<file path="src/rtl/core2axi_ot_pkg.sv">
// Constants and order-FIFO entry shared by the core2axi_ot bridge.
// CORE2AXI_OT_ERR_EN adds the request address to each entry for error reporting.
package core2axi_ot_pkg;

    localparam logic [1:0] RESP_OKAY  = 2'b00;
    localparam logic [1:0] BURST_INCR = 2'b01;
    localparam logic [2:0] SIZE_4B    = 3'b010;

    // Lane index sized for the widest legal bus (128 bits = 4 lanes).
    localparam int OFF_W = 2;

`ifdef CORE2AXI_OT_ERR_EN
    localparam int ENT_ADDR_W = 64;
`endif

    typedef struct packed {
        logic             we;
        logic [OFF_W-1:0] off;
`ifdef CORE2AXI_OT_ERR_EN
        logic [ENT_ADDR_W-1:0] addr;
`endif
    } order_ent_t;

    function automatic int lanes(int data_w);
        return data_w / 32;
    endfunction

endpackage

</file>
<file path="src/rtl/core2axi_ot_if.sv">
// AXI4 bus between the core2axi_ot bridge (master) and the interconnect (slave).
interface core2axi_ot_if #(
    parameter int ADDR_W = 32,
    parameter int DATA_W = 32,
    parameter int ID_W   = 6,
    parameter int USER_W = 6
);
    logic [ID_W-1:0]     aw_id;
    logic [ADDR_W-1:0]   aw_addr;
    logic [7:0]          aw_len;
    logic [2:0]          aw_size;
    logic [1:0]          aw_burst;
    logic                aw_lock;
    logic [3:0]          aw_cache;
    logic [2:0]          aw_prot;
    logic [3:0]          aw_region;
    logic [3:0]          aw_qos;
    logic [USER_W-1:0]   aw_user;
    logic                aw_valid;
    logic                aw_ready;

    logic [DATA_W-1:0]   w_data;
    logic [DATA_W/8-1:0] w_strb;
    logic                w_last;
    logic [USER_W-1:0]   w_user;
    logic                w_valid;
    logic                w_ready;

    logic [ID_W-1:0]     b_id;
    logic [1:0]          b_resp;
    logic [USER_W-1:0]   b_user;
    logic                b_valid;
    logic                b_ready;

    logic [ID_W-1:0]     ar_id;
    logic [ADDR_W-1:0]   ar_addr;
    logic [7:0]          ar_len;
    logic [2:0]          ar_size;
    logic [1:0]          ar_burst;
    logic                ar_lock;
    logic [3:0]          ar_cache;
    logic [2:0]          ar_prot;
    logic [3:0]          ar_region;
    logic [3:0]          ar_qos;
    logic [USER_W-1:0]   ar_user;
    logic                ar_valid;
    logic                ar_ready;

    logic [ID_W-1:0]     r_id;
    logic [DATA_W-1:0]   r_data;
    logic [1:0]          r_resp;
    logic                r_last;
    logic [USER_W-1:0]   r_user;
    logic                r_valid;
    logic                r_ready;

    modport master (
        output aw_id, aw_addr, aw_len, aw_size, aw_burst, aw_lock, aw_cache,
               aw_prot, aw_region, aw_qos, aw_user, aw_valid,
        input  aw_ready,
        output w_data, w_strb, w_last, w_user, w_valid,
        input  w_ready,
        input  b_id, b_resp, b_user, b_valid,
        output b_ready,
        output ar_id, ar_addr, ar_len, ar_size, ar_burst, ar_lock, ar_cache,
               ar_prot, ar_region, ar_qos, ar_user, ar_valid,
        input  ar_ready,
        input  r_id, r_data, r_resp, r_last, r_user, r_valid,
        output r_ready
    );

    modport slave (
        input  aw_id, aw_addr, aw_len, aw_size, aw_burst, aw_lock, aw_cache,
               aw_prot, aw_region, aw_qos, aw_user, aw_valid,
        output aw_ready,
        input  w_data, w_strb, w_last, w_user, w_valid,
        output w_ready,
        output b_id, b_resp, b_user, b_valid,
        input  b_ready,
        input  ar_id, ar_addr, ar_len, ar_size, ar_burst, ar_lock, ar_cache,
               ar_prot, ar_region, ar_qos, ar_user, ar_valid,
        output ar_ready,
        output r_id, r_data, r_resp, r_last, r_user, r_valid,
        input  r_ready
    );

endinterface

</file>
<file path="src/rtl/core2axi_ot_fifo.sv">
// Synchronous order FIFO; its occupancy doubles as the bridge's outstanding count.
module core2axi_ot_fifo #(
    parameter type T     = logic,
    parameter int  DEPTH = 4,
    localparam int CNT_W = $clog2(DEPTH + 1)
) (
    input  logic             clk_i,
    input  logic             rst_i,
    input  logic             push_i,
    input  T                 din_i,
    input  logic             pop_i,
    output T                 head_o,
    output logic             full_o,
    output logic             empty_o,
    output logic [CNT_W-1:0] count_o
);

    localparam int PTR_W = (DEPTH > 1) ? $clog2(DEPTH) : 1;

    T                 mem_q [DEPTH];
    logic [PTR_W-1:0] wr_q, rd_q;
    logic [CNT_W-1:0] cnt_q;

    function automatic logic [PTR_W-1:0] nxt(logic [PTR_W-1:0] p);
        return (p == PTR_W'(DEPTH - 1)) ? '0 : p + PTR_W'(1);
    endfunction

    always_ff @(posedge clk_i) begin
        if (rst_i) begin
            wr_q  <= '0;
            rd_q  <= '0;
            cnt_q <= '0;
        end else begin
            if (push_i) wr_q <= nxt(wr_q);
            if (pop_i)  rd_q <= nxt(rd_q);
            case ({push_i, pop_i})
                2'b10:   cnt_q <= cnt_q + CNT_W'(1);
                2'b01:   cnt_q <= cnt_q - CNT_W'(1);
                default: ;
            endcase
        end
    end

    // Storage needs no reset: entries are only read while counted as valid.
    always_ff @(posedge clk_i) begin
        if (push_i) mem_q[wr_q] <= din_i;
    end

    assign head_o  = mem_q[rd_q];
    assign full_o  = (cnt_q == CNT_W'(DEPTH));
    assign empty_o = (cnt_q == '0);
    assign count_o = cnt_q;

endmodule

</file>
<file path="src/rtl/core2axi_ot.sv">
// Core LSU port to AXI4 master bridge with MAX_OT outstanding, in-order responses.
// CORE2AXI_OT_ERR_EN adds data_err_o and err_addr_o (first errored address since reset).
module core2axi_ot
    import core2axi_ot_pkg::*;
#(
    parameter int AXI_ADDR_WIDTH = 32,
    parameter int AXI_DATA_WIDTH = 32,
    parameter int AXI_ID_WIDTH   = 6,
    parameter int AXI_USER_WIDTH = 6,
    parameter int AXI_ID         = 0,
    parameter int MAX_OT         = 4
) (
    input  logic                      clk_i,
    input  logic                      rst_i,
    input  logic                      data_req_i,
    output logic                      data_gnt_o,
    output logic                      data_rvalid_o,
    input  logic [AXI_ADDR_WIDTH-1:0] data_addr_i,
    input  logic                      data_we_i,
    input  logic [3:0]                data_be_i,
    input  logic [31:0]               data_wdata_i,
    output logic [31:0]               data_rdata_o,
`ifdef CORE2AXI_OT_ERR_EN
    output logic                      data_err_o,
    output logic [AXI_ADDR_WIDTH-1:0] err_addr_o,
`endif
    core2axi_ot_if.master             axi
);

    localparam int N     = lanes(AXI_DATA_WIDTH);
    localparam int CNT_W = $clog2(MAX_OT + 1);

    logic [CNT_W-1:0]          cnt;
    logic                      full, empty;
    order_ent_t                push_ent, head;
    logic [OFF_W-1:0]          off;
    logic                      allowed, rd_req, wr_req;
    logic                      ar_hs, aw_hs, w_hs, r_hs, b_hs, gnt, pop;
    logic                      aw_done_q, aw_done_d, w_done_q, w_done_d;
    logic                      rvalid_q;
    logic [31:0]               rdata_q, rdata_d, r_lane;
    logic [AXI_DATA_WIDTH-1:0] w_data;
    logic [AXI_DATA_WIDTH/8-1:0] w_strb;

    assign off = OFF_W'((data_addr_i >> 2) & AXI_ADDR_WIDTH'(N - 1));

    // rst_i gating keeps the bus quiet during reset even if the core holds req.
    assign allowed = data_req_i & ~full & ~rst_i;
    assign rd_req  = allowed & ~data_we_i;
    assign wr_req  = allowed & data_we_i;

    assign axi.ar_valid = rd_req;
    assign axi.aw_valid = wr_req & ~aw_done_q;
    assign axi.w_valid  = wr_req & ~w_done_q;

    assign ar_hs = axi.ar_valid & axi.ar_ready;
    assign aw_hs = axi.aw_valid & axi.aw_ready;
    assign w_hs  = axi.w_valid  & axi.w_ready;
    assign gnt   = ar_hs | (wr_req & (aw_done_q | aw_hs) & (w_done_q | w_hs));

    always_comb begin
        aw_done_d = aw_done_q;
        w_done_d  = w_done_q;
        if (gnt) begin
            aw_done_d = 1'b0;
            w_done_d  = 1'b0;
        end else begin
            if (aw_hs) aw_done_d = 1'b1;
            if (w_hs)  w_done_d  = 1'b1;
        end
    end

    // Fixed single-beat INCR fields on both address channels.
    assign axi.aw_id     = AXI_ID_WIDTH'(AXI_ID);
    assign axi.aw_addr   = data_addr_i;
    assign axi.aw_len    = 8'd0;
    assign axi.aw_size   = SIZE_4B;
    assign axi.aw_burst  = BURST_INCR;
    assign axi.aw_lock   = 1'b0;
    assign axi.aw_cache  = 4'd0;
    assign axi.aw_prot   = 3'd0;
    assign axi.aw_region = 4'd0;
    assign axi.aw_qos    = 4'd0;
    assign axi.aw_user   = '0;
    assign axi.ar_id     = AXI_ID_WIDTH'(AXI_ID);
    assign axi.ar_addr   = data_addr_i;
    assign axi.ar_len    = 8'd0;
    assign axi.ar_size   = SIZE_4B;
    assign axi.ar_burst  = BURST_INCR;
    assign axi.ar_lock   = 1'b0;
    assign axi.ar_cache  = 4'd0;
    assign axi.ar_prot   = 3'd0;
    assign axi.ar_region = 4'd0;
    assign axi.ar_qos    = 4'd0;
    assign axi.ar_user   = '0;
    assign axi.w_last    = 1'b1;
    assign axi.w_user    = '0;

    for (genvar l = 0; l < N; l++) begin : g_lane
        assign w_data[32*l +: 32] = data_wdata_i;
        assign w_strb[4*l +: 4]   = (off == OFF_W'(l)) ? data_be_i : 4'b0;
    end
    assign axi.w_data = w_data;
    assign axi.w_strb = w_strb;

    always_comb begin
        push_ent     = '0;
        push_ent.we  = data_we_i;
        push_ent.off = off;
`ifdef CORE2AXI_OT_ERR_EN
        push_ent.addr = ENT_ADDR_W'(data_addr_i);
`endif
    end

    core2axi_ot_fifo #(
        .T     (order_ent_t),
        .DEPTH (MAX_OT)
    ) u_fifo (
        .clk_i   (clk_i),
        .rst_i   (rst_i),
        .push_i  (gnt),
        .din_i   (push_ent),
        .pop_i   (pop),
        .head_o  (head),
        .full_o  (full),
        .empty_o (empty),
        .count_o (cnt)
    );

    // Only the channel matching the oldest transaction may complete.
    assign axi.r_ready = ~empty & ~head.we & ~rst_i;
    assign axi.b_ready = ~empty &  head.we & ~rst_i;
    assign r_hs = axi.r_valid & axi.r_ready;
    assign b_hs = axi.b_valid & axi.b_ready;
    assign pop  = r_hs | b_hs;

    always_comb begin
        r_lane = '0;
        for (int l = 0; l < N; l++)
            if (head.off == OFF_W'(l)) r_lane = axi.r_data[32*l +: 32];
    end

    assign rdata_d = r_hs ? r_lane : rdata_q;

    always_ff @(posedge clk_i) begin
        if (rst_i) begin
            aw_done_q <= 1'b0;
            w_done_q  <= 1'b0;
            rvalid_q  <= 1'b0;
            rdata_q   <= '0;
        end else begin
            aw_done_q <= aw_done_d;
            w_done_q  <= w_done_d;
            rvalid_q  <= pop;
            rdata_q   <= rdata_d;
        end
    end

    assign data_gnt_o    = gnt;
    assign data_rvalid_o = rvalid_q;
    assign data_rdata_o  = rdata_q;

`ifdef CORE2AXI_OT_ERR_EN
    logic                      err_q, err_d, err_seen_q;
    logic [AXI_ADDR_WIDTH-1:0] err_addr_q;

    assign err_d = (r_hs & (axi.r_resp != RESP_OKAY)) | (b_hs & (axi.b_resp != RESP_OKAY));

    always_ff @(posedge clk_i) begin
        if (rst_i) begin
            err_q      <= 1'b0;
            err_seen_q <= 1'b0;
            err_addr_q <= '0;
        end else begin
            err_q <= err_d;
            if (err_d && !err_seen_q) begin
                err_seen_q <= 1'b1;
                err_addr_q <= AXI_ADDR_WIDTH'(head.addr);
            end
        end
    end

    assign data_err_o = err_q;
    assign err_addr_o = err_addr_q;
`endif

    logic unused_ok;
    assign unused_ok = ^{axi.r_id, axi.r_last, axi.r_user, axi.r_resp,
                         axi.b_id, axi.b_user, axi.b_resp};

endmodule

</file>
<file path="src/flat_wrapper.sv">
// flat-port wrapper written by rule: the top's interface ports become plain ports
module core2axi_ot_flat import core2axi_ot_pkg::*;
#(
    parameter int AXI_ADDR_WIDTH = 32,
    parameter int AXI_DATA_WIDTH = 32,
    parameter int AXI_ID_WIDTH   = 6,
    parameter int AXI_USER_WIDTH = 6,
    parameter int AXI_ID         = 0,
    parameter int MAX_OT         = 4
)
  (clk_i, rst_i, data_req_i, data_gnt_o, data_rvalid_o, data_addr_i, data_we_i, data_be_i, data_wdata_i, data_rdata_o, axi_aw_id, axi_aw_addr, axi_aw_len, axi_aw_size, axi_aw_burst, axi_aw_lock, axi_aw_cache, axi_aw_prot, axi_aw_region, axi_aw_qos, axi_aw_user, axi_aw_valid, axi_aw_ready, axi_w_data, axi_w_strb, axi_w_last, axi_w_user, axi_w_valid, axi_w_ready, axi_b_id, axi_b_resp, axi_b_user, axi_b_valid, axi_b_ready, axi_ar_id, axi_ar_addr, axi_ar_len, axi_ar_size, axi_ar_burst, axi_ar_lock, axi_ar_cache, axi_ar_prot, axi_ar_region, axi_ar_qos, axi_ar_user, axi_ar_valid, axi_ar_ready, axi_r_id, axi_r_data, axi_r_resp, axi_r_last, axi_r_user, axi_r_valid, axi_r_ready);
  core2axi_ot_if #(.ADDR_W(32), .DATA_W(32), .ID_W(6), .USER_W(6)) axi_i ();
  input  logic clk_i;
  input  logic rst_i;
  input  logic data_req_i;
  output logic data_gnt_o;
  output logic data_rvalid_o;
  input  logic [AXI_ADDR_WIDTH-1:0] data_addr_i;
  input  logic data_we_i;
  input  logic [3:0] data_be_i;
  input  logic [31:0] data_wdata_i;
  output logic [31:0] data_rdata_o;
  output wire logic [$bits(axi_i.aw_id)-1:0] axi_aw_id;
  output wire logic [$bits(axi_i.aw_addr)-1:0] axi_aw_addr;
  output wire logic [$bits(axi_i.aw_len)-1:0] axi_aw_len;
  output wire logic [$bits(axi_i.aw_size)-1:0] axi_aw_size;
  output wire logic [$bits(axi_i.aw_burst)-1:0] axi_aw_burst;
  output wire logic [$bits(axi_i.aw_lock)-1:0] axi_aw_lock;
  output wire logic [$bits(axi_i.aw_cache)-1:0] axi_aw_cache;
  output wire logic [$bits(axi_i.aw_prot)-1:0] axi_aw_prot;
  output wire logic [$bits(axi_i.aw_region)-1:0] axi_aw_region;
  output wire logic [$bits(axi_i.aw_qos)-1:0] axi_aw_qos;
  output wire logic [$bits(axi_i.aw_user)-1:0] axi_aw_user;
  output wire logic [$bits(axi_i.aw_valid)-1:0] axi_aw_valid;
  input wire logic [$bits(axi_i.aw_ready)-1:0] axi_aw_ready;
  output wire logic [$bits(axi_i.w_data)-1:0] axi_w_data;
  output wire logic [$bits(axi_i.w_strb)-1:0] axi_w_strb;
  output wire logic [$bits(axi_i.w_last)-1:0] axi_w_last;
  output wire logic [$bits(axi_i.w_user)-1:0] axi_w_user;
  output wire logic [$bits(axi_i.w_valid)-1:0] axi_w_valid;
  input wire logic [$bits(axi_i.w_ready)-1:0] axi_w_ready;
  input wire logic [$bits(axi_i.b_id)-1:0] axi_b_id;
  input wire logic [$bits(axi_i.b_resp)-1:0] axi_b_resp;
  input wire logic [$bits(axi_i.b_user)-1:0] axi_b_user;
  input wire logic [$bits(axi_i.b_valid)-1:0] axi_b_valid;
  output wire logic [$bits(axi_i.b_ready)-1:0] axi_b_ready;
  output wire logic [$bits(axi_i.ar_id)-1:0] axi_ar_id;
  output wire logic [$bits(axi_i.ar_addr)-1:0] axi_ar_addr;
  output wire logic [$bits(axi_i.ar_len)-1:0] axi_ar_len;
  output wire logic [$bits(axi_i.ar_size)-1:0] axi_ar_size;
  output wire logic [$bits(axi_i.ar_burst)-1:0] axi_ar_burst;
  output wire logic [$bits(axi_i.ar_lock)-1:0] axi_ar_lock;
  output wire logic [$bits(axi_i.ar_cache)-1:0] axi_ar_cache;
  output wire logic [$bits(axi_i.ar_prot)-1:0] axi_ar_prot;
  output wire logic [$bits(axi_i.ar_region)-1:0] axi_ar_region;
  output wire logic [$bits(axi_i.ar_qos)-1:0] axi_ar_qos;
  output wire logic [$bits(axi_i.ar_user)-1:0] axi_ar_user;
  output wire logic [$bits(axi_i.ar_valid)-1:0] axi_ar_valid;
  input wire logic [$bits(axi_i.ar_ready)-1:0] axi_ar_ready;
  input wire logic [$bits(axi_i.r_id)-1:0] axi_r_id;
  input wire logic [$bits(axi_i.r_data)-1:0] axi_r_data;
  input wire logic [$bits(axi_i.r_resp)-1:0] axi_r_resp;
  input wire logic [$bits(axi_i.r_last)-1:0] axi_r_last;
  input wire logic [$bits(axi_i.r_user)-1:0] axi_r_user;
  input wire logic [$bits(axi_i.r_valid)-1:0] axi_r_valid;
  output wire logic [$bits(axi_i.r_ready)-1:0] axi_r_ready;
  assign axi_aw_id = axi_i.aw_id;
  assign axi_aw_addr = axi_i.aw_addr;
  assign axi_aw_len = axi_i.aw_len;
  assign axi_aw_size = axi_i.aw_size;
  assign axi_aw_burst = axi_i.aw_burst;
  assign axi_aw_lock = axi_i.aw_lock;
  assign axi_aw_cache = axi_i.aw_cache;
  assign axi_aw_prot = axi_i.aw_prot;
  assign axi_aw_region = axi_i.aw_region;
  assign axi_aw_qos = axi_i.aw_qos;
  assign axi_aw_user = axi_i.aw_user;
  assign axi_aw_valid = axi_i.aw_valid;
  assign axi_i.aw_ready = axi_aw_ready;
  assign axi_w_data = axi_i.w_data;
  assign axi_w_strb = axi_i.w_strb;
  assign axi_w_last = axi_i.w_last;
  assign axi_w_user = axi_i.w_user;
  assign axi_w_valid = axi_i.w_valid;
  assign axi_i.w_ready = axi_w_ready;
  assign axi_i.b_id = axi_b_id;
  assign axi_i.b_resp = axi_b_resp;
  assign axi_i.b_user = axi_b_user;
  assign axi_i.b_valid = axi_b_valid;
  assign axi_b_ready = axi_i.b_ready;
  assign axi_ar_id = axi_i.ar_id;
  assign axi_ar_addr = axi_i.ar_addr;
  assign axi_ar_len = axi_i.ar_len;
  assign axi_ar_size = axi_i.ar_size;
  assign axi_ar_burst = axi_i.ar_burst;
  assign axi_ar_lock = axi_i.ar_lock;
  assign axi_ar_cache = axi_i.ar_cache;
  assign axi_ar_prot = axi_i.ar_prot;
  assign axi_ar_region = axi_i.ar_region;
  assign axi_ar_qos = axi_i.ar_qos;
  assign axi_ar_user = axi_i.ar_user;
  assign axi_ar_valid = axi_i.ar_valid;
  assign axi_i.ar_ready = axi_ar_ready;
  assign axi_i.r_id = axi_r_id;
  assign axi_i.r_data = axi_r_data;
  assign axi_i.r_resp = axi_r_resp;
  assign axi_i.r_last = axi_r_last;
  assign axi_i.r_user = axi_r_user;
  assign axi_i.r_valid = axi_r_valid;
  assign axi_r_ready = axi_i.r_ready;
  core2axi_ot #(.AXI_ADDR_WIDTH(AXI_ADDR_WIDTH), .AXI_DATA_WIDTH(AXI_DATA_WIDTH), .AXI_ID_WIDTH(AXI_ID_WIDTH), .AXI_USER_WIDTH(AXI_USER_WIDTH), .AXI_ID(AXI_ID), .MAX_OT(MAX_OT)) u_core (.clk_i(clk_i), .rst_i(rst_i), .data_req_i(data_req_i), .data_gnt_o(data_gnt_o), .data_rvalid_o(data_rvalid_o), .data_addr_i(data_addr_i), .data_we_i(data_we_i), .data_be_i(data_be_i), .data_wdata_i(data_wdata_i), .data_rdata_o(data_rdata_o), .axi(axi_i));
endmodule
</file>
<file path="config.mk">
export PLATFORM = sky130hd
export DESIGN_NAME = core2axi_ot_flat
export DESIGN_NICKNAME = d
export VERILOG_FILES = /design/src/rtl/core2axi_ot_pkg.sv /design/src/rtl/core2axi_ot_if.sv /design/src/rtl/core2axi_ot_fifo.sv /design/src/rtl/core2axi_ot.sv /design/src/flat_wrapper.sv
export SDC_FILE = /design/constraint.sdc
export NUM_CORES = 1
export LEC_CHECK = 0
export BUFFER_PORTS_ARGS = -buffer_cell sky130_fd_sc_hd__buf_2
export CELL_PAD_IN_SITES_DETAIL_PLACEMENT = 0
export CELL_PAD_IN_SITES_GLOBAL_PLACEMENT = 1
export CORE_AREA = 2 2 141 143
export CTS_CLUSTER_DIAMETER = 50
export CTS_CLUSTER_SIZE = 28
export DETAILED_ROUTE_END_ITERATION = 6
export DIE_AREA = 0 0 143 145
export PLACE_DENSITY_LB_ADDON = 0.1
export SLEW_MARGIN = 20
export SYNTH_ARGS = -nofsm -noshare
export SYNTH_HDL_FRONTEND = slang
export SYNTH_SLANG_ARGS = --single-unit
</file>
<file path="constraint.sdc">
create_clock -name clk_i -period 4.8 [get_ports clk_i]
set_input_delay 0.96 -clock clk_i [delete_from_list [all_inputs] [get_ports clk_i]]
set_output_delay 0.96 -clock clk_i [all_outputs]
set_load 0.1 [all_outputs]
</file>
# Yosys cells after proc, flatten, opt, wreduce, memory -nomap -nowiden
# Memory sizes are Yosys's and may differ from the RTL's. A register that Yosys moved wholly into a read port is not among the register bits.
# Cells that the tools add are included.
# op_classes
n_bitwise	28
n_reduce_logical	4
addsub	4
n_eq_ne	5
mux	8
# ops
op	count
2-to-1 mux 32 bit	1
bitwise AND 1 bit	17
2-to-1 mux 2 bit	4
NOT 1 bit	7
equality test 2 bit, second input constant	3
one-hot mux 3 bit (2 select lines)	1
adder 2 x 1 -> 2 bit, second input constant	2
bitwise OR 1 bit	4
adder 3 x 1 -> 3 bit, second input constant	1
equality test 3 bit, second input constant	1
zero test 3 bit	1
subtractor 3 x 1 -> 3 bit, second input constant	1
equality test 2 x 1 -> 1 bit, second input constant	1
zero test 2 bit, first input constant	1
2-to-1 mux 1 bit	2
nonzero test 2 bit	1
OR reduction 2 bit	1
# totals
ff_bits	42
mem_count	1
output_inout_bits	228
word_cells	57
mem_bits_rw	4
# mem_list
memory	depth	word_bits	read_ports	rd_clocked_by_memory_dff	write_ports	line	text
u_core.u_fifo.mem_q	4	1	1	1	1	core2axi_ot_fifo.sv:20	T mem_q [DEPTH];

# Longest topological paths before layout
# Gate-level depths: netlist (run 1).
# logic_depth
depth_word	13
depth_mapped	10

# Modules after synthesis
# A second synthesis (run 1) with hierarchy kept.
# hier_totals
cells_unflattened	423
hier_area_um2	3703.6
# modules_own_cells
module	cells_each	area_per_inst_um2	seq_area_each_um2	n_inst
core2axi_ot	361	2830.2	700.7	1
core2axi_ot_fifo	62	873.3	540.5	1

# Worst setup path after synthesis (run 1)
# No wires, ideal clock.
# synth_timing
kind	input port to output port
startpoint	input port rst_i
endpoint	output port axi_r_ready
path_buffers	2
t_arrival_ns	3.468
slack_ns	0.372
path_stages	3
cell_sequence	clkbuf_1 clkbuf_1 nor3_1
# synth_via
elab_chain_len	2
# synth_rtl
item	line	text
start, declared	flat_wrapper.sv:14	input logic rst_i;
NOT 1 bit	core2axi_ot.sv:131	assign axi.r_ready = ~empty & ~head.we & ~rst_i;
bitwise AND 1 bit	core2axi_ot.sv:131	
end, declared	flat_wrapper.sv:66	output wire logic [$bits(axi_i.r_ready)-1:0] axi_r_ready;
# No other way between the ends.

# Worst setup path after layout (run 1)
# layout_timing
startpoint	input port rst_i
endpoint	output port axi_aw_valid
# layout_via
elab_chain_len	4
# layout_rtl
item	line	text
NOT 1 bit	core2axi_ot.sv:48	assign allowed = data_req_i & ~full & ~rst_i;
bitwise AND 1 bit	core2axi_ot.sv:48	
bitwise AND 1 bit	core2axi_ot.sv:50	assign wr_req = allowed & data_we_i;
bitwise AND 1 bit	core2axi_ot.sv:53	assign axi.aw_valid = wr_req & ~aw_done_q;
end, declared	flat_wrapper.sv:34	output wire logic [$bits(axi_i.aw_valid)-1:0] axi_aw_valid;
# No other way between the ends.

==> results of run 1 <==
==> worst max-delay path by stage <==
stage          start                  endpoint
4_1_cts        rst_i              axi_aw_valid
2_1_floorplan  rst_i               axi_r_ready
5_1_grt        rst_i               axi_w_valid
6_report       rst_i              axi_aw_valid
3_5_place_dp   rst_i  u_core.u_fifo.count_o[2]
3_3_place_gp   rst_i  u_core.u_fifo.count_o[2]
==> sequential cells by signal, indices dropped and copies added, names as in the netlist, named ones only <==
name                   flops
u_core.u_fifo.rd_q         2
u_core.u_fifo.wr_q         2
u_core.w_done_q            1
u_core.data_rdata_o       32
u_core.u_fifo.mem_q        4
u_core.aw_done_q           1
u_core.u_fifo.count_o      3
u_core.data_rvalid_o       1
==> cells by family (layout without fill, tap and decap cells) <==
| kind of cell | Yosys count | count (layout) |
|---|---|---|
| muxes | 3 | 3 |
| adders and majority gates | 7 | 7 |
| buffers and inverters | 208 | 97 |
| xor gates and xnor gates | 2 | 2 |
| other | 2 | 89 |
| and+or+nand+nor | 95 | 95 |
| AOI/OAI and AO/OA | 44 | 44 |
| DFF | 48 | 48 |
==> per-layer routing <==
metal  track usage (%)  vias up  part of all wire [%]
met2              11.1      126                    47
met1              6.97      872                    38
met5                 0        -                     0
met4              4.46        0                   4.7
li1                  -      959                     -
met3              2.61       47                    10
==> worst min-delay path: stages (launching register included) <==
cell and delay (ns):
dfxtp_1 0.31, nand2_1 0.05, a21oi_1 0.05
==> area by class of cell <==
class / instances / area, um2 / share of cell area (%)
Multi-Input combinational cell: 240 / 1160 / 37.8
Sequential cell: 48 / 1000 / 32.5
Timing Repair Buffer: 82 / 418 / 13.6
Tap cell: 265 / 332 / 10.8
Clock buffer: 7 / 133 / 4.31
Inverter: 7 / 26.3 / 0.854
Clock inverter: 1 / 5.00 / 0.163
==> through the flow <==
step                      hold WS [ns]  worst slack [ns]  power (W)  util, %  area, um2
after global placement           0.441              1.37   0.000847     15.3       2940
final                            0.449              1.52    0.00119     16.0       3080
after CTS                        0.454              1.50    0.00122     16.0       3080
after floorplan                  0.460             0.372    0.00126        -       3720
after detailed placement         0.443              1.38   0.000846     15.3       2940
after global routing             0.474              1.38    0.00125     16.0       3080
==> power by group through the flow <==
| stage | registers, W | clock network (W) | logic [W] |
|---|---|---|---|
| final | 0.000418 | 0.000356 | 0.000419 |
| after CTS | 0.000418 | 0.000385 | 0.000420 |
| after global routing | 0.000419 | 0.000399 | 0.000432 |
| after global placement | 0.000427 | 0 | 0.000420 |
| after detailed placement | 0.000427 | 0 | 0.000419 |
| after floorplan | 0.000457 | 0 | 0.000805 |
==> cell usage in the layout, fill, tap and decap left out, types with 2 or more instances in the layout <==
cell and count:
or2_1 2, edfxtp_1 4, conb_1 89, o21ai_1 4
buf_4 3, clkbuf_16 5, a21oi_1 35, mux2i_1 2
dfxtp_1 44, ha_1 6, buf_2 79, inv_1 6
clkbuf_1 2, nor3_1 3, nor2_1 10, and2_1 4
a31oi_1 2, xor2_1 2, nand2b_1 4, nand2_1 65
==> metrics.csv, run 1 <==
metric,value,unit
ant_nets,0,
clk_latency,0.30,ns
grt_pass1_wl,10600,um
antennaDiodeCount,0,
p_leak,1.36,nW
dominantRegCellSynth,dfxtp_1,
yosys.area_share.simple,12.9,%
cts_tree,yes,
drc,0,
fp.coreArea,0.0192,mm2
dp_hpwl,5180,um
critPathMaxFanout,15,
critPathCaptureType,output pin,
yosysTopAreaCell,buf_4,
area_growth,-9.26,%
p_per_area,388,mW/mm2
cpMostUsedCell,buf_2,
fmax,0.305,GHz
comb_power_share,35.1,%
vias_per_cell,3.08,
first_global_vias,1889,
synth_top_area_share,41.8,%
p_sw_share,46.7,%
synth_fa_ha_area_share,2.80,%
die_width,143,um
rows,51,
hold_end,u_core.data_rdata_o[27],
dp.cells,642,
tns,0,ns
cts_setup_buffers,0,
port_buffers,79,
io_pins,366,
cp_data_arrival_time,2.32,ns
p_int,0.000636,W
synth_edf_count,4,
drive_above_1_share,24.7,%
grt_usage,6.71,%
synth_seq_cells,48,
nets,529,
synthMuxAreaShare,1.25,%
worstPathCellList,buf_2 > nand2b_1 > a21oi_1 > nand2_1 > nor2_1 > buf_2,
cts_buffers,5,
cts_resized,0,
seqPwrFrac,35.0,%
vias,2004,
pwr-share-clk,29.9,%
initial_utilization,17.7,%
post-synth-top-count-cell,buf_4,
ctsLongestPathBuffers,2,
ys_seq_area_share,29.5,%
fin_skew,0.00703,ns
antenna_found_initial,0,
ys_types,33,
first_pass_iters,3,
synth_compound_area_share,6.97,%
whs_path_depth,2,
rsz0062_at_grt,no,
synthesis.instances,409,
ir_drop,0.103,mV
clk_pin_slew,0.07,ns
switchingPower,0.000557,W
critPathTopFamily,buffers and inverters,
ys_async_sr_fraction,0,%
timing.final.crit_share,68.4,%
postCtsHoldBufs,0,
rrSetupSlack,1.90,ns
cp_slowest_cell,buf_2,
clock_sinks,48,
rr_worst_depth,9,
h-tree-depth,2,
synth_xor_xnor_area_share,0.517,%
cp.depth,6,
final_cells,650,
finalHoldViolCount,0,
die_h,145,um
ys_warn_count,0,
startpoint_type,input pin,
maxCapViolations,0,
grt_max_degree,36,
maxSlewHeadroom,61.0,%
drt-initial-drc-count,34,
place.gp.congestion,0.642,
worstHoldPathType,reg2reg,
tightest_slew,0.578,ns
outcome,"complete, no violations",
avgSynthCellArea,8.29,um2
hold_start,u_core.data_rdata_o[27],
max_stage_delay,0.43,ns
overflow,0,
synth_top_family_by_area,buffers and inverters,
cts-root-buf,clkbuf_16,
synth_area_leaders,"buf_4, dfxtp_1, nand2_1",
syn_area,0.00339,mm2
drv_slew,0,
crit_required,3.84,ns
wl_per_cell,11.1,um
critPathBufInv,2,
drt_wl_total,7240,um
setup_viol,0,
synth_common_cells,"buf_4, nand2_1, dfxtp_1",
worstSetupPathType,in2out,
r2r_end,u_core.u_fifo.count_o[2],
die-area,0.0207,mm2
nFillCells,2226,
finalCriticalPeriod,3.28,ns
Note: power is estimated with default switching activity, not from simulation.
==> inputs of run 2 (changes only) <==
--- a/config.mk
+++ b/config.mk
@@ -8,11 +8,11 @@
 export BUFFER_PORTS_ARGS = -buffer_cell sky130_fd_sc_hd__buf_2
 export CELL_PAD_IN_SITES_DETAIL_PLACEMENT = 0
 export CELL_PAD_IN_SITES_GLOBAL_PLACEMENT = 1
-export CORE_AREA = 2 2 141 143
+export CORE_AREA = 2 2 142 144
 export CTS_CLUSTER_DIAMETER = 50
 export CTS_CLUSTER_SIZE = 28
 export DETAILED_ROUTE_END_ITERATION = 6
-export DIE_AREA = 0 0 143 145
+export DIE_AREA = 0 0 144 146
 export PLACE_DENSITY_LB_ADDON = 0.1
 export SLEW_MARGIN = 20
 export SYNTH_ARGS = -nofsm -noshare
==> constraint.sdc (replaced) <==
create_clock -name clk_i -period 2.65 [get_ports clk_i]
set_input_delay 0.53 -clock clk_i [delete_from_list [all_inputs] [get_ports clk_i]]
set_output_delay 0.53 -clock clk_i [all_outputs]
set_load 0.1 [all_outputs]
==> run 2 against run 1 <==
Net effect: sequential cell count unchanged; hold slack about the same; clock power up 87%; register-to-register slack worse by 1.8 ns; die area up 1.4%; largest cell class unchanged; power up 85%; clock skew up 0.0029 ns.
==> metrics.csv, run 2 (synthesis gave the netlist of run 1 again) <==
metric,value,unit,change
grt_pass1_wl,10700,um,+1.2%
fmax,0.396,GHz,
ir_drop,0.209,mV,+100%
die_h,146,um,+0.69%
port_buffers,79,,unchanged
h-tree-depth,2,,unchanged
nets,535,,+1.1%
placed_area,0.00306,mm2,+4.1%
die_width,144,um,+0.70%
drt_wl_total,7390,um,+2.2%
p_leak,1.42,nW,+4.5%
p_int,0.00119,W,+87%
hold_end,u_core.data_rdata_o[2],,
timing.final.crit_share,95.4,%,
r2r-start,u_core.u_fifo.mem_q[3],,
comb_power_share,35.5,%,+0.4 points
post-place-ws,0.0467,ns,-1.33 ns
critPathMaxFanout,3,,-12
rr_worst_depth,9,,unchanged
maxCapViolations,0,,unchanged
first_global_vias,1897,,+0.42%
finalHoldViolCount,0,,unchanged
crit_required,2.88,ns,-0.96 ns
antenna_found_initial,0,,unchanged
tightest_slew,0.587,ns,+0.00903 ns
final_cell_mix,"conb_1, buf_2, nand2_1, dfxtp_1, a21oi_1",,
multiInputGateArea,0.00122,mm2,+4.6%
initial_utilization,17.5,%,-0.12 points
worstPathCellList,mux4_2 > nor4_4 > or2_4 > ha_4 > inv_2 > fa_2 > xor2_1 > or3_1 > a21oi_2,,
hold_ws,0.449,ns,-0.000172 ns
antennaDiodeCount,0,,unchanged
pwr-share-clk,30.2,%,+0.3 points
outcome,"complete, no violations",,
rrSetupSlack,0.12,ns,-1.78 ns
seqPwrFrac,34.3,%,-0.7 points
switchingPower,0.00101,W,+82%
grt_max_degree,36,,unchanged
clk_latency,0.30,ns,about the same
rsz0062_at_grt,yes,,
grt_usage,6.79,%,+0.072 points
setup_ws,0.122,ns,-1.40 ns
critPathCaptureType,flop,,
vias,2024,,+1.0%
overflow,0,,unchanged
cts_buffers,5,,unchanged
worstSetupPathType,reg2reg,,
cp_slowest_cell,mux4_2,,
worstHoldPathType,reg2reg,,
area_growth,-4.65,%,
cts_tree,yes,,
drt-initial-drc-count,44,,+29%
largest_reg_flops,32,,unchanged
dp_hpwl,5450,um,+5.0%
cts-root-buf,clkbuf_16,,
layout_commonest_cell,conb_1,,
nFillCells,2227,,+0.045%
clk_pin_slew,0.06,ns,about the same
setup_viol,0,,unchanged
p_per_area,682,mW/mm2,+76%
fp.coreArea,0.0193,mm2,+0.66%
maxSlewHeadroom,60.7,%,-0.29 points
power,0.00220,W,+85%
p_sw_share,46.0,%,-0.69 points
ant_nets,0,,unchanged
fin_skew,0.00990,ns,+0.00287 ns
hold_start,u_core.data_rdata_o[2],,
first_pass_iters,4,,+1
finalCriticalPeriod,2.53,ns,
r2r_end,u_core.u_fifo.count_o[2],,
clock_sinks,48,,unchanged
worstSetupStartpoint,u_core.u_fifo.mem_q[3],,
tns,0,ns,unchanged
die-area,0.0210,mm2,+1.4%
place.gp.congestion,0.628,,-2.2%
ctsLongestPathBuffers,2,,unchanged
drc,0,,unchanged
drv_slew,0,,unchanged
max_stage_delay,0.54,ns,+0.11 ns
wl_per_cell,11.3,um,+1.2%
fin_area,0.00323,mm2,+5.1%
vias_per_cell,3.09,,about the same
whs_path_depth,2,,unchanged
cp_data_arrival_time,2.76,ns,+0.44 ns
startpoint_type,flop,,
postCtsHoldBufs,0,,unchanged
seq_area,0.00100,mm2,+0.12%
drive_above_1_share,28.6,%,+4.0 points
rows,51,,unchanged
io_pins,366,,unchanged
-- run 2: layer usage --
metal	up-vias	track usage, %	share of wire, %
li1	971	-	-
met1	900	6.83	37
met2	109	11.6	49
met3	44	2.53	9.4
met4	0	4.56	4.9
met5	-	0	0
-- run 2: power by group through the flow --
stage,Clock [W],Sequential (W),Combinational (W)
2_1_floorplan,0,0.000829,0.00147
3_3_place_gp,0,0.000774,0.000782
3_5_place_dp,0,0.000774,0.000781
4_1_cts,0.000715,0.000757,0.000782
5_1_grt,0.000740,0.000759,0.000808
6_report,0.000666,0.000757,0.000782
-- run 2: metrics by stage --
| stage | cells | util, % |
|---|---|---|
| after global placement | 646 | 15.8 |
| final | 656 | 16.7 |
| after detailed placement | 646 | 15.8 |
| after CTS | 654 | 16.6 |
| after global routing | 656 | 16.7 |
| after floorplan | 496 | - |
-- run 2: worst max path at each step --
stage | end | cells past startpoint
2_1_floorplan | axi_aw_valid | 5
3_3_place_gp | u_core.u_fifo.count_o[2] | 9
3_5_place_dp | u_core.u_fifo.count_o[2] | 9
4_1_cts | u_core.u_fifo.count_o[2] | 9
5_1_grt | u_core.u_fifo.count_o[2] | 9
6_report | u_core.u_fifo.count_o[2] | 9
-- run 2: area by class of cell --
cell class                      instances  area share (%)
Sequential cell                        48            31.0
Inverter                                7           0.813
Timing Repair Buffer                   88            15.7
Tap cell                              265            10.3
Clock inverter                          2           0.310
Multi-Input combinational cell        240            37.6
Clock buffer                            6            4.30
-- run 2: repair_timing --
action / 4_1_cts / 5_1_grt
setup buffers: 0 / 2
gates resized for setup: 0 / 4
endpoints found under the setup margin: 0 / 1
-- run 2: critical path: cells and delay by family, from the launching register on --
family                     cells  cell delay (ns)
AOI/OAI and AO/OA              1             0.12
adders and majority gates      2             0.45
xor gates and xnor gates       1             0.15
and+or+nand+nor                3             0.83
buffers and inverters          1             0.03
muxes                          1             0.54
DFF                            1             0.36
